$ cat config.mk
export PLATFORM = sky130hd
export DESIGN_NAME = can_bit_destuffer_flat
export DESIGN_NICKNAME = d
export VERILOG_FILES = /design/src/rtl/can_bit_destuffer_if.sv /design/src/rtl/can_bit_destuffer.sv /design/src/flat_wrapper.sv
export SDC_FILE = /design/constraint.sdc
export NUM_CORES = 1
export LEC_CHECK = 0
export CAP_MARGIN = 20
export CORE_MARGIN = 2
export CORE_UTILIZATION = 47
export CTS_CLUSTER_DIAMETER = 80
export DETAILED_ROUTE_END_ITERATION = 10
export GPL_TIMING_DRIVEN = 1
export PLACE_DENSITY = 0.82
export SLEW_MARGIN = 20
export SYNTH_ARGS = -nofsm -noshare
export SYNTH_HDL_FRONTEND = slang
export SYNTH_SLANG_ARGS = --single-unit
$ cat constraint.sdc
create_clock -name SP -period 1.65 [get_ports SP]
set_input_delay 0.4125 -clock SP [delete_from_list [all_inputs] [get_ports SP]]
set_output_delay 0.4125 -clock SP [all_outputs]
set_load 0.005 [all_outputs]
$ cat src/rtl/can_bit_destuffer_if.sv
// Bus bundle between the bit sampler / frame decoder and the CAN bit destuffer.
// master drives the sampled bit and window controls, slave is the destuffer.
interface can_bit_destuffer_if;
   logic       RX;
   logic       F_STF;
   logic       ERR_CLR;
   logic       DOUT;
   logic       DVALID;
   logic       DESTUFF;
   logic       STF_ERR;
   logic [2:0] STF_CNT;
   logic [3:0] STF_GRAY;

   modport master (
      output RX, F_STF, ERR_CLR,
      input  DOUT, DVALID, DESTUFF, STF_ERR, STF_CNT, STF_GRAY
   );

   modport slave (
      input  RX, F_STF, ERR_CLR,
      output DOUT, DVALID, DESTUFF, STF_ERR, STF_CNT, STF_GRAY
   );
endinterface

$ cat src/rtl/can_bit_destuffer.sv
// CAN bit destuffer: flags stuff bits, latches stuff errors, counts stuff bits per window.
// Optional macro CAN_STF_GRAY_EN adds the Gray-coded stuff count with parity on STF_GRAY.
module can_bit_destuffer #(
   parameter int STUFF_LEN = 5,
   parameter int RUN_W     = 4
) (
   input logic                SP,
   input logic                reset,
   can_bit_destuffer_if.slave bus
);

   typedef enum logic [1:0] {IDLE, COUNT, EXPECT, ERROR} state_t;

   localparam logic [RUN_W-1:0] STUFF_LEN_W = RUN_W'(STUFF_LEN);
   localparam logic [RUN_W-1:0] RUN_ONE     = RUN_W'(1);

   state_t           state;
   logic [RUN_W-1:0] run_len;
   logic             last_bit;
   logic             dout;
   logic             dvalid;
   logic             destuff;
   logic             stf_err;
   logic [2:0]       stf_cnt;
   logic [2:0]       cnt_next;

   // Next stuff count is shared by the FSM and the optional Gray encoder so both stay in step.
   always_comb begin
      cnt_next = stf_cnt;
      if (!bus.F_STF) begin
         cnt_next = 3'd0;
      end else begin
         case (state)
            IDLE:    cnt_next = 3'd0;
            EXPECT:  if (bus.RX != last_bit) cnt_next = stf_cnt + 3'd1;
            ERROR:   if (bus.ERR_CLR) cnt_next = 3'd0;
            default: cnt_next = stf_cnt;
         endcase
      end
   end

   always_ff @(posedge SP) begin
      if (!reset) begin
         state    <= IDLE;
         run_len  <= '0;
         last_bit <= 1'b1;
         dout     <= 1'b1;
         dvalid   <= 1'b0;
         destuff  <= 1'b0;
         stf_err  <= 1'b0;
         stf_cnt  <= 3'd0;
      end else begin
         dout    <= bus.RX;
         destuff <= 1'b0;
         stf_cnt <= cnt_next;
         if (!bus.F_STF) begin
            state   <= IDLE;
            run_len <= '0;
            dvalid  <= 1'b0;
            stf_err <= 1'b0;
         end else begin
            case (state)
               IDLE: begin
                  state    <= COUNT;
                  last_bit <= bus.RX;
                  run_len  <= RUN_ONE;
                  dvalid   <= 1'b1;
               end
               COUNT: begin
                  dvalid <= 1'b1;
                  if (bus.RX == last_bit) begin
                     run_len <= run_len + RUN_ONE;
                     if (run_len + RUN_ONE == STUFF_LEN_W) state <= EXPECT;
                  end else begin
                     last_bit <= bus.RX;
                     run_len  <= RUN_ONE;
                  end
               end
               // The stuff bit opens the next run, so counting restarts at one.
               EXPECT: begin
                  dvalid <= 1'b0;
                  if (bus.RX != last_bit) begin
                     destuff  <= 1'b1;
                     last_bit <= bus.RX;
                     run_len  <= RUN_ONE;
                     state    <= COUNT;
                  end else begin
                     stf_err <= 1'b1;
                     state   <= ERROR;
                  end
               end
               ERROR: begin
                  dvalid <= 1'b0;
                  if (bus.ERR_CLR) begin
                     stf_err <= 1'b0;
                     run_len <= '0;
                     state   <= IDLE;
                  end
               end
               default: state <= IDLE;
            endcase
         end
      end
   end

   assign bus.DOUT    = dout;
   assign bus.DVALID  = dvalid;
   assign bus.DESTUFF = destuff;
   assign bus.STF_ERR = stf_err;
   assign bus.STF_CNT = stf_cnt;

`ifdef CAN_STF_GRAY_EN
   logic [3:0] stf_gray;
   logic [2:0] gray_next;

   assign gray_next = cnt_next ^ (cnt_next >> 1);

   // Bit 3 is set when the Gray code holds an even number of ones.
   always_ff @(posedge SP) begin
      if (!reset) stf_gray <= 4'd0;
      else        stf_gray <= {~^gray_next, gray_next};
   end

   assign bus.STF_GRAY = stf_gray;
`else
   assign bus.STF_GRAY = 4'd0;
`endif

endmodule
$ cat src/flat_wrapper.sv
// flat-port wrapper written by rule: the top's interface ports become plain ports
module can_bit_destuffer_flat 
#(
   parameter int STUFF_LEN = 5,
   parameter int RUN_W     = 4
)
  (SP, reset, bus_RX, bus_F_STF, bus_ERR_CLR, bus_DOUT, bus_DVALID, bus_DESTUFF, bus_STF_ERR, bus_STF_CNT, bus_STF_GRAY);
  can_bit_destuffer_if bus_i ();
  input logic SP;
  input logic reset;
  input wire logic [$bits(bus_i.RX)-1:0] bus_RX;
  input wire logic [$bits(bus_i.F_STF)-1:0] bus_F_STF;
  input wire logic [$bits(bus_i.ERR_CLR)-1:0] bus_ERR_CLR;
  output wire logic [$bits(bus_i.DOUT)-1:0] bus_DOUT;
  output wire logic [$bits(bus_i.DVALID)-1:0] bus_DVALID;
  output wire logic [$bits(bus_i.DESTUFF)-1:0] bus_DESTUFF;
  output wire logic [$bits(bus_i.STF_ERR)-1:0] bus_STF_ERR;
  output wire logic [$bits(bus_i.STF_CNT)-1:0] bus_STF_CNT;
  output wire logic [$bits(bus_i.STF_GRAY)-1:0] bus_STF_GRAY;
  assign bus_i.RX = bus_RX;
  assign bus_i.F_STF = bus_F_STF;
  assign bus_i.ERR_CLR = bus_ERR_CLR;
  assign bus_DOUT = bus_i.DOUT;
  assign bus_DVALID = bus_i.DVALID;
  assign bus_DESTUFF = bus_i.DESTUFF;
  assign bus_STF_ERR = bus_i.STF_ERR;
  assign bus_STF_CNT = bus_i.STF_CNT;
  assign bus_STF_GRAY = bus_i.STF_GRAY;
  can_bit_destuffer #(.STUFF_LEN(STUFF_LEN), .RUN_W(RUN_W)) u_core (.SP(SP), .reset(reset), .bus(bus_i));
endmodule
### Word level (Yosys, flattened, before mapping)

Index checks and enable logic that the tools add are counted.

* output and inout bits: 11
* word-level logic and storage cells: 55
* bits in registers: 14

* equal/unequal tests: 12
* add/subtract/negate cells: 2
* muxes and demuxes: 20
* reductions and logical operators: 13

Operators by type and width (count)
* 4-bit case mux with 4 select lines: 1
* 4-bit two-way mux: 3
* 3-bit AND reduction: 4
* 3-bit case mux with 3 select lines: 1
* 2-bit two-way mux: 4
* 2-bit case mux with 4 select lines: 1
* 3-bit two-way mux: 2
* 2-bit by 1-bit != test with 1-bit output (second input constant): 3
* 2-bit != test (second input constant): 3
* 3-bit nonzero test: 2
* 1-bit two-way mux: 5
* 4-bit by 1-bit adder with 4-bit output (second input constant): 1
* 2-bit equality test (second input constant): 2
* 4-bit by 3-bit equality test with 1-bit output (second input constant): 1
* 1-bit case mux with 2 select lines: 2
* 2-bit AND reduction: 2
* 4-bit AND reduction: 1
* 2-bit OR reduction: 2
* 3-bit by 1-bit adder with 3-bit output (second input constant): 1
* 1-bit case mux with 3 select lines: 1
* 2-bit by 1-bit equality test with 1-bit output (second input constant): 1
* 2-bit zero test: 1
* 2-bit nonzero test: 1
* 1-bit equality test: 1
* 1-bit != test: 1

### Longest topological paths before layout

* depth in word-level cells: 5
* mapped depth: 6
* depth with buffers taken out: 6

### Least setup slack after synthesis

No wires, ideal clock.

* path kind: input-to-reg
* start point: input bus_RX
* end point: register u_core.run_len[2]
* data required time: 1.591 ns
* setup slack: 0.290 ns
* setup time: 0.059 ns
* path buffers: 0
* arrival: 1.301 ns
* cell stages on the path: 4
* path through: xor2_2 mux2_1 nor3b_2 a221o_1

* longest elaborated chain between the ends: 3

RTL lines
* start, declared: line flat_wrapper.sv:11 `input wire logic [$bits(bus_i.RX)-1:0] bus_RX;`
* 1-bit equality test / 1-bit != test (equally long branches): line can_bit_destuffer.sv:71, can_bit_destuffer.sv:82
* 4-bit two-way mux / 2-bit by 1-bit != test with 1-bit output (equally long branches)
* 4-bit case mux with 4 select lines / 2-bit AND reduction (equally long branches)
* end signal, assigned: line can_bit_destuffer.sv:72 `run_len <= run_len + RUN_ONE;`
* end, declared: line can_bit_destuffer.sv:18 `logic [RUN_W-1:0] run_len;`

Several ways; a longest one is shown, not always the timed one.
A chain may end at the register's enable or synchronous reset.

### Worst setup path in the final report

* start point: register u_core.stf_cnt[0] (netlist: u_core.bus.STF_CNT[0])
* end point: output bus_STF_CNT[0]

RTL lines
* start, declared: line can_bit_destuffer.sv:24 `logic [2:0] stf_cnt;`
* start signal, assigned: line can_bit_destuffer.sv:55 `stf_cnt <= cnt_next;`
* end, declared: line flat_wrapper.sv:18 `output wire logic [$bits(bus_i.STF_CNT)-1:0] bus_STF_CNT;`

No word-level cell between the ends.

==> results.ini <==
[status]
status = finished clean

[yosys]
syn_inst = 82
proportion_of_synthesized_chip_area_in_sequential_cells_pct = 39.2
ys_types = 31
synth_top_cell_area_share_pct = 39.2
syn_avg_cell_area_sq_um = 8.73
netlist_area_sq_um = 716
synth_top_cell_by_area = dfxtp_1
synth.area.top_cells = dfxtp_1 39%, nand2_1 6.8%, ha_1 5.2%
synth_flop_cell = dfxtp_1
synth_warnings = 0
post_synth_arst_share_pct = 0
synth_edf_count = 0
ys_ff_latch = 14

[cts]
ctsHtreeMaxLevel = 1
clock_insertion_delay_worst_skew_ns = 0.29
cts-hold-fix-buffers = 0
post-cts-setup-buffer-count = 0
ctsLongestPathBuffers = 2
cts_inserted_buffers = 3
cts_sinks = 14
tritoncts_clock_tree = done
cts.reportedPaths.clkPinSlew_ns = 0.09
cts.root.buffer_cell = clkbuf_4

[power_and_ir_drop]
power.density_cell_area_nw_per_um2 = 738
leakagePower_nw = 0.384
total_power_of_the_final_layout_uw = 691
peakVddDrop_mv = 0.537

[cells_and_area]
antenna-diode-count = 0
final_util_pct = 63.6
postLayoutCellArea_sq_um = 936
layout-drive-gt1-share_pct = 16.5
finalNonFillerCells = 119
synthToLayoutAreaGrowth_pct = 30.8
num-nets-final = 112

[timing]
achievable-frequency_mhz = 624
layout_worst_path_cycle_share_pct = 97.1
timing.final.max_slew_violations = 0
rsz_0062_raised_after_global_routing = no
report.final.hold_viol_count = 0
setup_viol_count_final = 0
timing.final.ws_setup_ns = 0.0471
finalCriticalPeriod_ns = 1.60
hold_slack_ns = 0.490
skew_ns = 0.00496
setup_total_negative_slack_ns = 0

[setup_path]
critPathMaxStageDelay_ns = 0.52
cp.required_ns = 1.24
critical_path_peak_fanout = 4
crit_path_top_delay_cell = clkdlybuf4s50_1
crit_arrival_ns = 1.19
rrSetupSlack_ns = 0.23
critical-path-top-delay-family = buffers and inverters
crit_path_start_kind = flop
timing.reg2reg.worst_path_depth = 4
timing.setup.critical_path_class = reg2out
worst-path-buf-inv = 1
critical_path.endpoint_type = output pin
critical_path.cell_chain = clkdlybuf4s50_1
worst_setup_path_startpoint = u_core.bus.STF_CNT[0]
reg2reg_to = u_core.run_len[3]
r2r-start = u_core.last_bit

[worst_hold_path]
holdPathStages = 1
holdCritPathClass = reg2reg
hold_start = u_core.bus.STF_CNT[2]
hold_path_end = u_core.bus.STF_CNT[2]

[placement]
place.port_buffers = 11
post_dp_cell_area_sq_um = 885
post-place-ws_ns = -0.313
gp_congestion = 0.807
place.detailed.hpwl_um = 1200
placedCellCount = 115

[route]
wl_per_cell_um = 13.2
drt_first_iter_violations = 6
final_antenna_net_count = 0
route.final.wire_length_um = 1570
route.detailed.vias_per_inst = 5.55
dr_total_vias = 661
drc_errors_left = 0
firstDrtPassIters = 5

[floorplanning]
floorplan.core_area_sq_um = 1470
io_pins = 16
die_x_um = 43.0
initial_core_util_pct = 48.6
dieHeight_um = 43.0
floorplan.die_area_sq_um = 1850
placementRows = 14

[grt]
grt_antenna_before_repair = 0
globalRoute.totalOverflow = 0
pin_count_of_the_biggest_net_entering_global_routing = 13
first_global_vias = 640
grt_pass1_wl_um = 2600
grt_use_total_pct = 19.4

[job]
maxCapViolations = 0

cell usage in the layout (no fill, tap or decap):
cell             count
a211o_1              1
a21oi_1              2
a221o_1              1
a22o_1               2
a2bb2oi_1            1
a311oi_1             2
a31oi_1              3
a32o_1               1
and3_1               1
buf_4                9
clkbuf_4             3
clkbuf_8             1
clkdlybuf4s50_1     10
conb_1               4
dfxtp_1             13
dfxtp_2              1
dlymetal6s2s_1       1
ha_1                 3
inv_1                2
mux2_1               1
nand2_1             13
nand2b_1             2
nand3_1              7
nand4_1              1
nor2_1               5
nor2b_1              2
nor3_1               3
nor3b_2              1
nor3b_4              1
o2111a_1             1
o21bai_1             1
or3_1                1
xnor2_1              1
xor2_1               1
xor2_2               1
cells in the mapped netlist, drive strengths merged (2+ instances only):
cell / n
a21oi: 2
a22o: 2
a311oi: 2
a31oi: 3
buf: 6
dfxtp: 14
ha: 3
inv: 2
nand2: 13
nand2b: 2
nand3: 7
nor2: 5
nor2b: 2
nor3: 3
nor3b: 2
xor2: 2
kinds of logic (layout without fill, tap and decap cells):
logic type | count (synthesis) | count (layout) | share of synthesized area [%]
buf+inv | 8 | 26 | 6.64
simple gates | 37 | 37 | 25.4
compound gates | 15 | 15 | 16.8
other cells | 1 | 4 | 0.524
fa+ha+maj | 3 | 3 | 5.25
mux | 1 | 1 | 1.57
flops | 14 | 14 | 39.2
xor+xnor | 3 | 3 | 4.72
sequential cells by signal (all words and copies together) (netlist names):
register / flops
u_core.bus.STF_ERR: 1
u_core.state: 2
u_core.bus.DVALID: 1
u_core.bus.DESTUFF: 1
u_core.bus.DOUT: 1
u_core.run_len: 4
u_core.last_bit: 1
u_core.bus.STF_CNT: 3
layer usage:
layer	track usage, %	part of all wire, %	up-vias	routed length (um)
met5	0	0	-	0
met4	10.9	1.9	0	29
met3	8.09	4.3	4	68
met2	31.8	51	15	798
met1	20.7	43	311	670
li1	-	-	331	-
worst max path at each step:
stage / end / cells after the start
2_1_floorplan: u_core.run_len[2] / 4
5_1_grt: bus_STF_CNT[0] / 1
3_5_place_dp: u_core.run_len[2] / 5
6_report: bus_STF_CNT[0] / 1
4_1_cts: u_core.run_len[2] / 5
3_3_place_gp: u_core.run_len[2] / 5
area by class of cell:
type | instances | area [sq um]
inverters | 2 | 7.51
repair buffers | 20 | 180
flip-flops and latches | 14 | 282
fillers | 128 | 536
clock buffers | 4 | 36.3
well taps | 16 | 20.0
multi-input cells | 63 | 410
what timing repair did:
item                                    CTS  global route
endpoints found under the setup margin    1             5
resized for setup                         1             3
pin swaps                                 0             1
hold endpoints to repair                  0             0
gates cloned                              0             0
where the power goes:
part	internal [mW]	leakage, nW	total (mW)	switching, mW
combinational	0.0456	0.248	0.0877	0.0421
sequential	0.345	0.115	0.352	0.00720
clock	0.134	0.0210	0.251	0.117
Note: power is estimated with default switching activity, not from simulation.
